`src/rtl/chip8_pkg.sv`:
```
// chip8_pkg: shared geometry constants and draw FSM state encoding for the CHIP-8 sprite datapath.
package chip8_pkg;
  localparam int CHIP8_ROWS = 32;
  localparam int CHIP8_COLS = 64;
  localparam int CHIP8_ADDR_W = 12;
  typedef enum logic [2:0] {IDLE, CLEAR, FETCH, WAIT, RD, WR, DONE} draw_state_t;
endpackage

```
`src/rtl/chip8_sprite_mask.sv`:
```
// chip8_sprite_mask: places a sprite byte (MSB = leftmost) at column x0 of a row word.
// CHIP8_DRAW_WRAP_EN folds columns past the right edge back to column 0; otherwise they are clipped.
module chip8_sprite_mask
  import chip8_pkg::*;
#(
  parameter int COLS = CHIP8_COLS
) (
  input  logic [7:0]              sprite_byte_in,
  input  logic [$clog2(COLS)-1:0] x0_in,
  output logic [COLS-1:0]         mask_out
);
  logic [7:0] rev;
  assign rev = {<<{sprite_byte_in}};
`ifdef CHIP8_DRAW_WRAP_EN
  logic [COLS+7:0] wide;
  assign wide = {{COLS{1'b0}}, rev} << x0_in;
  assign mask_out = wide[COLS-1:0] | {{(COLS-8){1'b0}}, wide[COLS+7:COLS]};
`else
  assign mask_out = {{(COLS-8){1'b0}}, rev} << x0_in;
`endif
endmodule

```
`src/rtl/chip8_draw_ctrl.sv`:
```
// chip8_draw_ctrl: CHIP-8 DXYN/00E0 sequencer doing XOR read-modify-write on framebuffer rows.
// Build with CHIP8_DRAW_WRAP_EN to wrap sprites around the screen edges instead of clipping.
module chip8_draw_ctrl
  import chip8_pkg::*;
#(
  parameter int ADDR_W = CHIP8_ADDR_W,
  parameter int ROWS = CHIP8_ROWS,
  parameter int COLS = CHIP8_COLS
) (
  input  logic                    clk_in,
  input  logic                    rst_n_in,
  input  logic                    draw_start_in,
  input  logic                    clear_start_in,
  input  logic [ADDR_W-1:0]       sprite_addr_in,
  input  logic [7:0]              sprite_x_in,
  input  logic [7:0]              sprite_y_in,
  input  logic [3:0]              sprite_n_in,
  output logic                    mem_req_out,
  output logic [ADDR_W-1:0]       mem_addr_out,
  input  logic                    mem_valid_in,
  input  logic [7:0]              mem_data_in,
  output logic [$clog2(ROWS)-1:0] fb_addr_out,
  output logic                    fb_rd_out,
  input  logic [COLS-1:0]         fb_rd_data_in,
  output logic                    fb_we_out,
  output logic [COLS-1:0]         fb_wr_data_out,
  output logic                    busy_out,
  output logic                    done_out,
  output logic                    collision_out
);
  localparam int RW = $clog2(ROWS);
  localparam int CW = $clog2(COLS);
  localparam int SW = RW + 5;
  draw_state_t state_q;
  logic [CW-1:0] x0_q;
  logic [RW-1:0] y0_q, cnt_q;
  logic [ADDR_W-1:0] base_q;
  logic [3:0] n_q, r_q;
  logic [7:0] byte_q;
  logic acc_q, vf_q;
  logic [SW-1:0] row_sum;
  logic [COLS-1:0] mask;
  logic hit, last;

  chip8_sprite_mask #(.COLS(COLS)) u_mask (
    .sprite_byte_in(byte_q),
    .x0_in(x0_q),
    .mask_out(mask)
  );

  assign row_sum = SW'(y0_q) + SW'(r_q);
  assign hit = |(fb_rd_data_in & mask);
`ifdef CHIP8_DRAW_WRAP_EN
  assign last = 5'(r_q) + 5'd1 == 5'(n_q);
`else
  // stop before the first row that would fall off the bottom of the screen
  assign last = (5'(r_q) + 5'd1 == 5'(n_q)) || (row_sum + SW'(1) >= SW'(ROWS));
`endif

  always_ff @(posedge clk_in or negedge rst_n_in)
    if (!rst_n_in) begin
      state_q <= IDLE;
      x0_q <= '0;
      y0_q <= '0;
      cnt_q <= '0;
      base_q <= '0;
      n_q <= '0;
      r_q <= '0;
      byte_q <= '0;
      acc_q <= 1'b0;
      vf_q <= 1'b0;
    end else begin
      case (state_q)
        IDLE:
          if (clear_start_in) begin
            state_q <= CLEAR;
            cnt_q <= '0;
            acc_q <= 1'b0;
            vf_q <= 1'b0;
          end else if (draw_start_in) begin
            state_q <= sprite_n_in == 4'd0 ? DONE : FETCH;
            x0_q <= CW'(sprite_x_in);
            y0_q <= RW'(sprite_y_in);
            base_q <= sprite_addr_in;
            n_q <= sprite_n_in;
            r_q <= '0;
            acc_q <= 1'b0;
            vf_q <= 1'b0;
          end
        CLEAR: begin
          cnt_q <= cnt_q + RW'(1);
          if (cnt_q == RW'(ROWS - 1)) state_q <= DONE;
        end
        FETCH: state_q <= WAIT;
        WAIT:
          if (mem_valid_in) begin
            byte_q <= mem_data_in;
            state_q <= RD;
          end
        RD: state_q <= WR;
        WR: begin
          acc_q <= acc_q | hit;
          if (last) vf_q <= acc_q | hit;
          r_q <= r_q + 4'd1;
          state_q <= last ? DONE : FETCH;
        end
        DONE: state_q <= IDLE;
        default: state_q <= IDLE;
      endcase
    end

  assign mem_req_out = state_q == FETCH;
  assign mem_addr_out = mem_req_out ? base_q + ADDR_W'(r_q) : '0;
  assign fb_rd_out = state_q == RD;
  assign fb_we_out = state_q == WR || state_q == CLEAR;
  assign fb_addr_out = state_q == CLEAR ? cnt_q : (fb_rd_out || state_q == WR) ? row_sum[RW-1:0] : '0;
  assign fb_wr_data_out = state_q == WR ? fb_rd_data_in ^ mask : '0;
  assign busy_out = state_q != IDLE && state_q != DONE;
  assign done_out = state_q == DONE;
  assign collision_out = vf_q;
endmodule

```
`config.mk`:
```
export PLATFORM = sky130hd
export DESIGN_NAME = chip8_draw_ctrl
export DESIGN_NICKNAME = d
export VERILOG_FILES = /design/src/rtl/chip8_pkg.sv /design/src/rtl/chip8_sprite_mask.sv /design/src/rtl/chip8_draw_ctrl.sv
export SDC_FILE = /design/constraint.sdc
export NUM_CORES = 1
export LEC_CHECK = 0
export CORE_MARGIN = 10
export CORE_UTILIZATION = 41
export CTS_CLUSTER_DIAMETER = 40
export DETAILED_ROUTE_END_ITERATION = 12
export GPL_TIMING_DRIVEN = 0
export PLACE_DENSITY = 0.79
export SYNTH_ARGS = -nofsm -noshare
export SYNTH_HDL_FRONTEND = slang
export SYNTH_SLANG_ARGS = --single-unit
```
`constraint.sdc`:
```
create_clock -name clk_in -period 2.7 [get_ports clk_in]
set_clock_uncertainty 0.15 [all_clocks]
set_input_delay 0.54 -clock clk_in [delete_from_list [all_inputs] [get_ports clk_in]]
set_output_delay 0.54 -clock clk_in [all_outputs]
set_load 0.02 [all_outputs]
```
======== Word-level counts from Yosys, hierarchy flattened ========
Index checks and enable logic that the tools add are counted.
W data, S select, Z words.
word-level totals
  bits in registers ....................... 49
  input port bits ......................... 109
  logic and storage cells ................. 76
operators by class
  add/sub/neg operators ................... 6
  order comparisons ....................... 1
  eq/ne operators ......................... 16
  shifts and indexed selects .............. 1
  multiplexer cells ....................... 21
  bitwise logic cells ..................... 4
  reduce and logical (&&, ||, !) cells .... 17
operators by type and width
  cell                   count
  $and A64 B64 Y64       1
  $mux W64               1
  $reduce_or A64 Y1      1
  $shl A8 B6 Y64         1
  $xor A64 B64 Y64       1
  $mux W3                6
  $pmux W3 S6            1
  $mux W5                3
  $add A12 B4 Y12        1
  $mux W12               1
  $ne A2 B2 Y1 const B   6
  $reduce_and A3 Y1      4
  $pmux W5 S2            1
  $eq A3 B3 Y1 const B   3
  $mux W4                2
  $pmux W4 S2            1
  $add A6 B1 Y7 const B  1
  $ge A7 B6 Y1 const B   1
  $add A5 B4 Y6          1
  $eq A3 B2 Y1 const B   2
  $ne A3 B3 Y1 const B   2
  $reduce_and A2 Y1      3
  $add A4 B1 Y5 const B  1
  $add A5 B1 Y5 const B  1
  14 further kinds       20

======== Logic depth before layout (Yosys ltp) ========
  word-level depth ........................ 6
  mapped depth ............................ 14

======== Hierarchy ========
From an unflattened synthesis, not the netlist that was laid out.
unflattened totals
  cell total of the unflattened synthesis .. 594
  area, all modules ....................... 5168.7 µm²
modules (own cells, without submodules)
  module             times used  cells an instance  area an instance (µm²)  seq. area each (µm²)
  chip8_draw_ctrl    1           417                4101.4                  1226.2
  chip8_sprite_mask  1           177                1067.3                  0.0

======== Worst setup path after synthesis ========
OpenSTA, ideal clock, no wires.
  path type ............................... reg-to-reg
  from .................................... register x0_q[0]
  to ...................................... register acc_q
  setup time .............................. 120 ps
  data arrival time ....................... 2586 ps
  required time ........................... 2430 ps
  setup slack ............................. -156 ps
  stages on the path, launching flop included .. 14
  buffers on the path ..................... 1
  clock period less this slack ............ 2856 ps
  cell sequence ........................... dfrtp_1 -> buf_6 -> mux2i_1 -> mux2i_1 -> mux2i_1 -> nor2_1 -> a21oi_1 -> nor2_1 -> ha_1 -> nor4_1 -> nand4_1 -> nor4_1 -> a41oi_1 -> a31o_2
between the ends
  cells in the longest elaborated chain, start to end .. 5
RTL lines
  element                 line                     text
  start, declared         chip8_draw_ctrl.sv:35    logic [CW-1:0] x0_q;
  start signal, assigned  chip8_draw_ctrl.sv:82    x0_q <= CW'(sprite_x_in);
  $shl A8 B6 Y64          chip8_sprite_mask.sv:19  assign mask_out = {{(COLS-8){1'b0}}, rev} << x0_in;
  $and A64 B64 Y64        chip8_draw_ctrl.sv:52    assign hit = |(fb_rd_data_in & mask);
  $reduce_or A64 Y1       chip8_draw_ctrl.sv:52
  $or A1 B1 Y1            chip8_draw_ctrl.sv:102   acc_q <= acc_q | hit;
  $pmux W1 S2             chip8_draw_ctrl.sv:73    case (state_q)
  end signal, assigned    chip8_draw_ctrl.sv:102
  end, declared           chip8_draw_ctrl.sv:40    logic acc_q, vf_q;
No other way between the ends.
A chain may end at the register's enable or synchronous reset.

======== Worst setup path in the final report ========
Same ends and word-level chain as after synthesis.

==> results.py <==
metrics = {
    "power": {
        "power.density_nw_per_um2": 1250,
        "seqPwrFrac_pct": 13.8,
        "peakVddDrop_mv": 0.658,
        "switching_power_w": 0.00544,
        "p_leak_nw": 3.95,
        "sw_frac_of_total_pct": 47.8,
        "p_comb_share_pct": 79.8,
        "p_clk_share_pct": 6.4,
        "internal-power_w": 0.00593,
    },
    "synthesis": {
        "syn_inst": 571,
        "ys_warn_count": 0,
        "synth.distinct_cells": 61,
        "synth_edf_count": 0,
        "mappedNetlistArea_um2": 4940,
        "ys_ff_latch": 49,
        "syn_avg_cell_area_um2": 8.66,
        "seq_area_frac_synth_pct": 24.8,
        "synthFlopType": "dfrtp_1",
        "synthArstFlopShare_pct": 100,
        "synth_nets": 757,
    },
    "outcome": {
        "outcome": "complete, but fails checks",
        "violations": "setup timing",
    },
    "detailed_routing": {
        "routed_wl_um": 22600,
        "drt_first_pass_iters": 6,
        "wl_per_cell_um": 23.1,
        "ant_nets": 0,
        "drc": 0,
        "drtIter0Drc": 390,
        "viasPerCell": 5.83,
        "vias": 5693,
    },
    "run": {
        "cap_violations": 0,
    },
    "place": {
        "hpwlAfterDp_um": 16000,
        "routabilityCongestion": 0.933,
        "port_buffers": 190,
        "dpl_cell_area_um2": 7070,
    },
    "die": {
        "die-height_um": 130,
        "placementRows": 40,
        "io_pins": 196,
        "start_util_pct": 41.5,
        "die_width_um": 130,
        "core_um2": 11900,
        "die_area_um2": 16800,
    },
    "final_layout": {
        "n_fill_cell": 777,
        "seq_area_um2": 1230,
        "final_area_um2": 9080,
        "syn2layout_area_growth_pct": 83.7,
        "insertedDiodeCount": 0,
        "layout-drive-gt1-share_pct": 48.9,
        "multi_input_area_um2": 4760,
        "nNetsFinal": 1015,
    },
    "sta": {
        "clock.fmax_mhz": 285,
        "timing.final.crit_share_pct": 130,
        "hold_viol_final": 0,
        "layout_setup_ws_ps": -806,
        "fin_tns_setup_ps": -38270,
        "relSlewSlack_pct": 55.2,
        "slew_viol_final": 0,
        "rsz0062_at_grt": "yes",
        "holdWs_ps": 66.3,
        "setup_viol": 75,
        "tightest_slew_ps": 670,
        "period_minus_slack_ps": 3510,
    },
    "setup_path": {
        "cp.buffers_inverters": 3,
        "setup.worst_path.start_class": "flop",
        "cp.required_ps": 2730,
        "timing.rr.end": "acc_q$_DFFE_PN0P_",
        "crit_family": "simple AND/OR/NAND/NOR gates",
        "worstSetupPathType": "flop to flop",
        "cp_slowest_stage_delay_ps": 480,
        "slowest_stage": "dfrtp_2",
        "crit_path_end_kind": "flop",
        "cp_cell_sequence": "buf_12, mux2i_4, mux2i_4, a21oi_2, buf_4, nor2_4, a21oi_2, buf_6, nor2_4, ha_4, nor4_2, nand4_1, nor4_4, a41oi_2, a31o_2",
        "rrSetupSlack_ps": -810,
        "worstPathArrival_ps": 3530,
        "path_max_fanout": 5,
        "regToRegStartpoint": "x0_q[0]$_DFFE_PN0P_",
        "r2r_cells": 15,
    },
    "global_routing": {
        "grt_pass1_vias": 5780,
        "gr-total-overflow": 0,
        "grt_max_degree": 31,
        "antenna_found_initial": 0,
        "grt_pass1_wl_um": 31800,
        "grt.total_usage_pct": 23.7,
    },
    "clock_tree": {
        "cts_made_buffers": 5,
        "cts.sinks": 49,
        "cts_tree": "built",
        "cts.clk_slew.worst_paths_ps": 70,
        "cts-root-buf": "clkbuf_16",
        "clock_latency_ps": 290,
        "clockBufferDepth": 2,
        "cts_max_level": 2,
    },
    "min_path": {
        "min_path_type": "input pin to async pin",
    },
}
[Yosys cell counts (3+ instances only)]
| master | instances | share of area, % |
|---|---|---|
| o22ai_1 | 7 | 0.89 |
| nand3_1 | 11 | 1.1 |
| ha_1 | 75 | 19 |
| nand4_1 | 7 | 0.89 |
| and2_1 | 5 | 0.63 |
| inv_1 | 8 | 0.61 |
| xnor2_1 | 12 | 2.1 |
| nor2_1 | 85 | 6.5 |
| a22oi_1 | 6 | 0.91 |
| nor2b_1 | 10 | 1.3 |
| nor3_1 | 7 | 0.71 |
| dfrtp_1 | 49 | 25 |
| buf_2 | 5 | 0.51 |
| nor4_1 | 17 | 2.2 |
| mux2_2 | 36 | 8.2 |
| buf_1 | 3 | 0.23 |
| clkbuf_1 | 26 | 2.0 |
| a21oi_1 | 20 | 2.0 |
| nand3b_1 | 3 | 0.46 |
| o21ai_0 | 14 | 1.4 |
| nand2_1 | 24 | 1.8 |
| a21o_1 | 5 | 0.76 |
| and3_1 | 69 | 8.7 |
| xor2_1 | 5 | 0.89 |
| mux2i_1 | 16 | 3.2 |
[through the flow]
| step | worst slack (ps) | total power [W] | cells | util (%) |
|---|---|---|---|---|
| global route | -862 | 0.0120 | 977 | 76.2 |
| global placement | -811 | 0.00685 | 908 | 59.3 |
| floorplan | -52.7 | 0.00500 | 571 | - |
| CTS | -629 | 0.00954 | 950 | 68.2 |
| finish | -806 | 0.0114 | 977 | 76.2 |
| detailed placement | -836 | 0.00699 | 909 | 59.4 |
[cell usage in the layout, fill, tap and decap left out, types with 6 or more instances in the layout]
cell type	instances
clkbuf_2	15
clkdlybuf4s50_1	106
buf_2	16
buf_6	84
and3_4	50
xnor2_1	8
a21oi_2	10
and3_1	19
buf_4	43
nor2_2	22
ha_4	16
o21ai_0	12
clkbuf_1	10
inv_1	7
nor2_4	17
nand3_1	11
dfrtp_1	45
nor4_2	9
nand2_1	20
ha_1	56
nor2b_1	6
mux2i_4	12
nand4_1	7
mux2_2	36
nor2_1	47
[flip-flops by register name, summed over array words and instances (netlist names)]
register,flops
n_q,4
r_q,4
byte_q,8
y0_q,5
state_q,3
base_q,12
cnt_q,5
collision_out,1
acc_q,1
x0_q,6
[layout make-up]
| class | count | share of cell area [%] |
|---|---|---|
| multi-input cells | 478 | 52.4 |
| repair buffers | 251 | 27.5 |
| flip-flops and latches | 49 | 13.6 |
| plain buffers | 36 | 2.20 |
| well taps | 147 | 2.03 |
| clock buffers | 6 | 1.53 |
| clock inverters | 2 | 0.413 |
| inverters | 8 | 0.372 |
[power by group through the flow]
stage / combinational [W] / sequential [W] / clock, W
after global routing: 0.00959 / 0.00162 / 0.000767
after detailed placement: 0.00552 / 0.00147 / 0
after floorplan: 0.00362 / 0.00138 / 0
after CTS: 0.00727 / 0.00153 / 0.000741
after global placement: 0.00540 / 0.00145 / 0
final: 0.00907 / 0.00157 / 0.000732
[cells by family (layout without fill, tap and decap cells)]
| group | count (synthesis) | count (layout) | share of synthesized area [%] |
|---|---|---|---|
| AO/OA/AOI/OAI | 76 | 76 | 10.2 |
| XOR/XNOR | 17 | 17 | 3.01 |
| adder cells (fa/ha/maj) | 77 | 77 | 19.8 |
| buffers and inverters | 44 | 303 | 3.70 |
| flip-flops | 49 | 49 | 24.8 |
| multiplexers | 53 | 53 | 11.7 |
| AND/OR/NAND/NOR | 255 | 255 | 26.8 |
[worst max-delay path by stage]
stage	from	slack (ps)	depth (start not counted)	to
4_1_cts	x0_q[0]$_DFFE_PN0P_	-630	13	acc_q$_DFFE_PN0P_
3_3_place_gp	x0_q[0]$_DFFE_PN0P_	-810	12	acc_q$_DFFE_PN0P_
5_1_grt	x0_q[0]$_DFFE_PN0P_	-860	15	acc_q$_DFFE_PN0P_
2_1_floorplan	x0_q[0]$_DFFE_PN0P_	-50	13	acc_q$_DFFE_PN0P_
3_5_place_dp	x0_q[0]$_DFFE_PN0P_	-840	9	fb_wr_data_out[37]
6_report	x0_q[0]$_DFFE_PN0P_	-810	15	acc_q$_DFFE_PN0P_
[per-layer routing]
metal	track usage, %	vias to the layer above	routed length, um
met5	0	-	0
met4	9.59	0	1030
met3	6.61	65	2120
met1	26.8	2717	8500
li1	-	2607	-
met2	41.3	304	10900
[timing repair]
item / in CTS / in global routing
hold buffers: 0 / 0
buffers inserted: 32 / 30
pin swaps: 58 / 81
endpoints found under the setup margin: 86 / 82
resized for setup: 554 / 184
cloned: 1 / 0
Power figures use the tool's default switching activity.
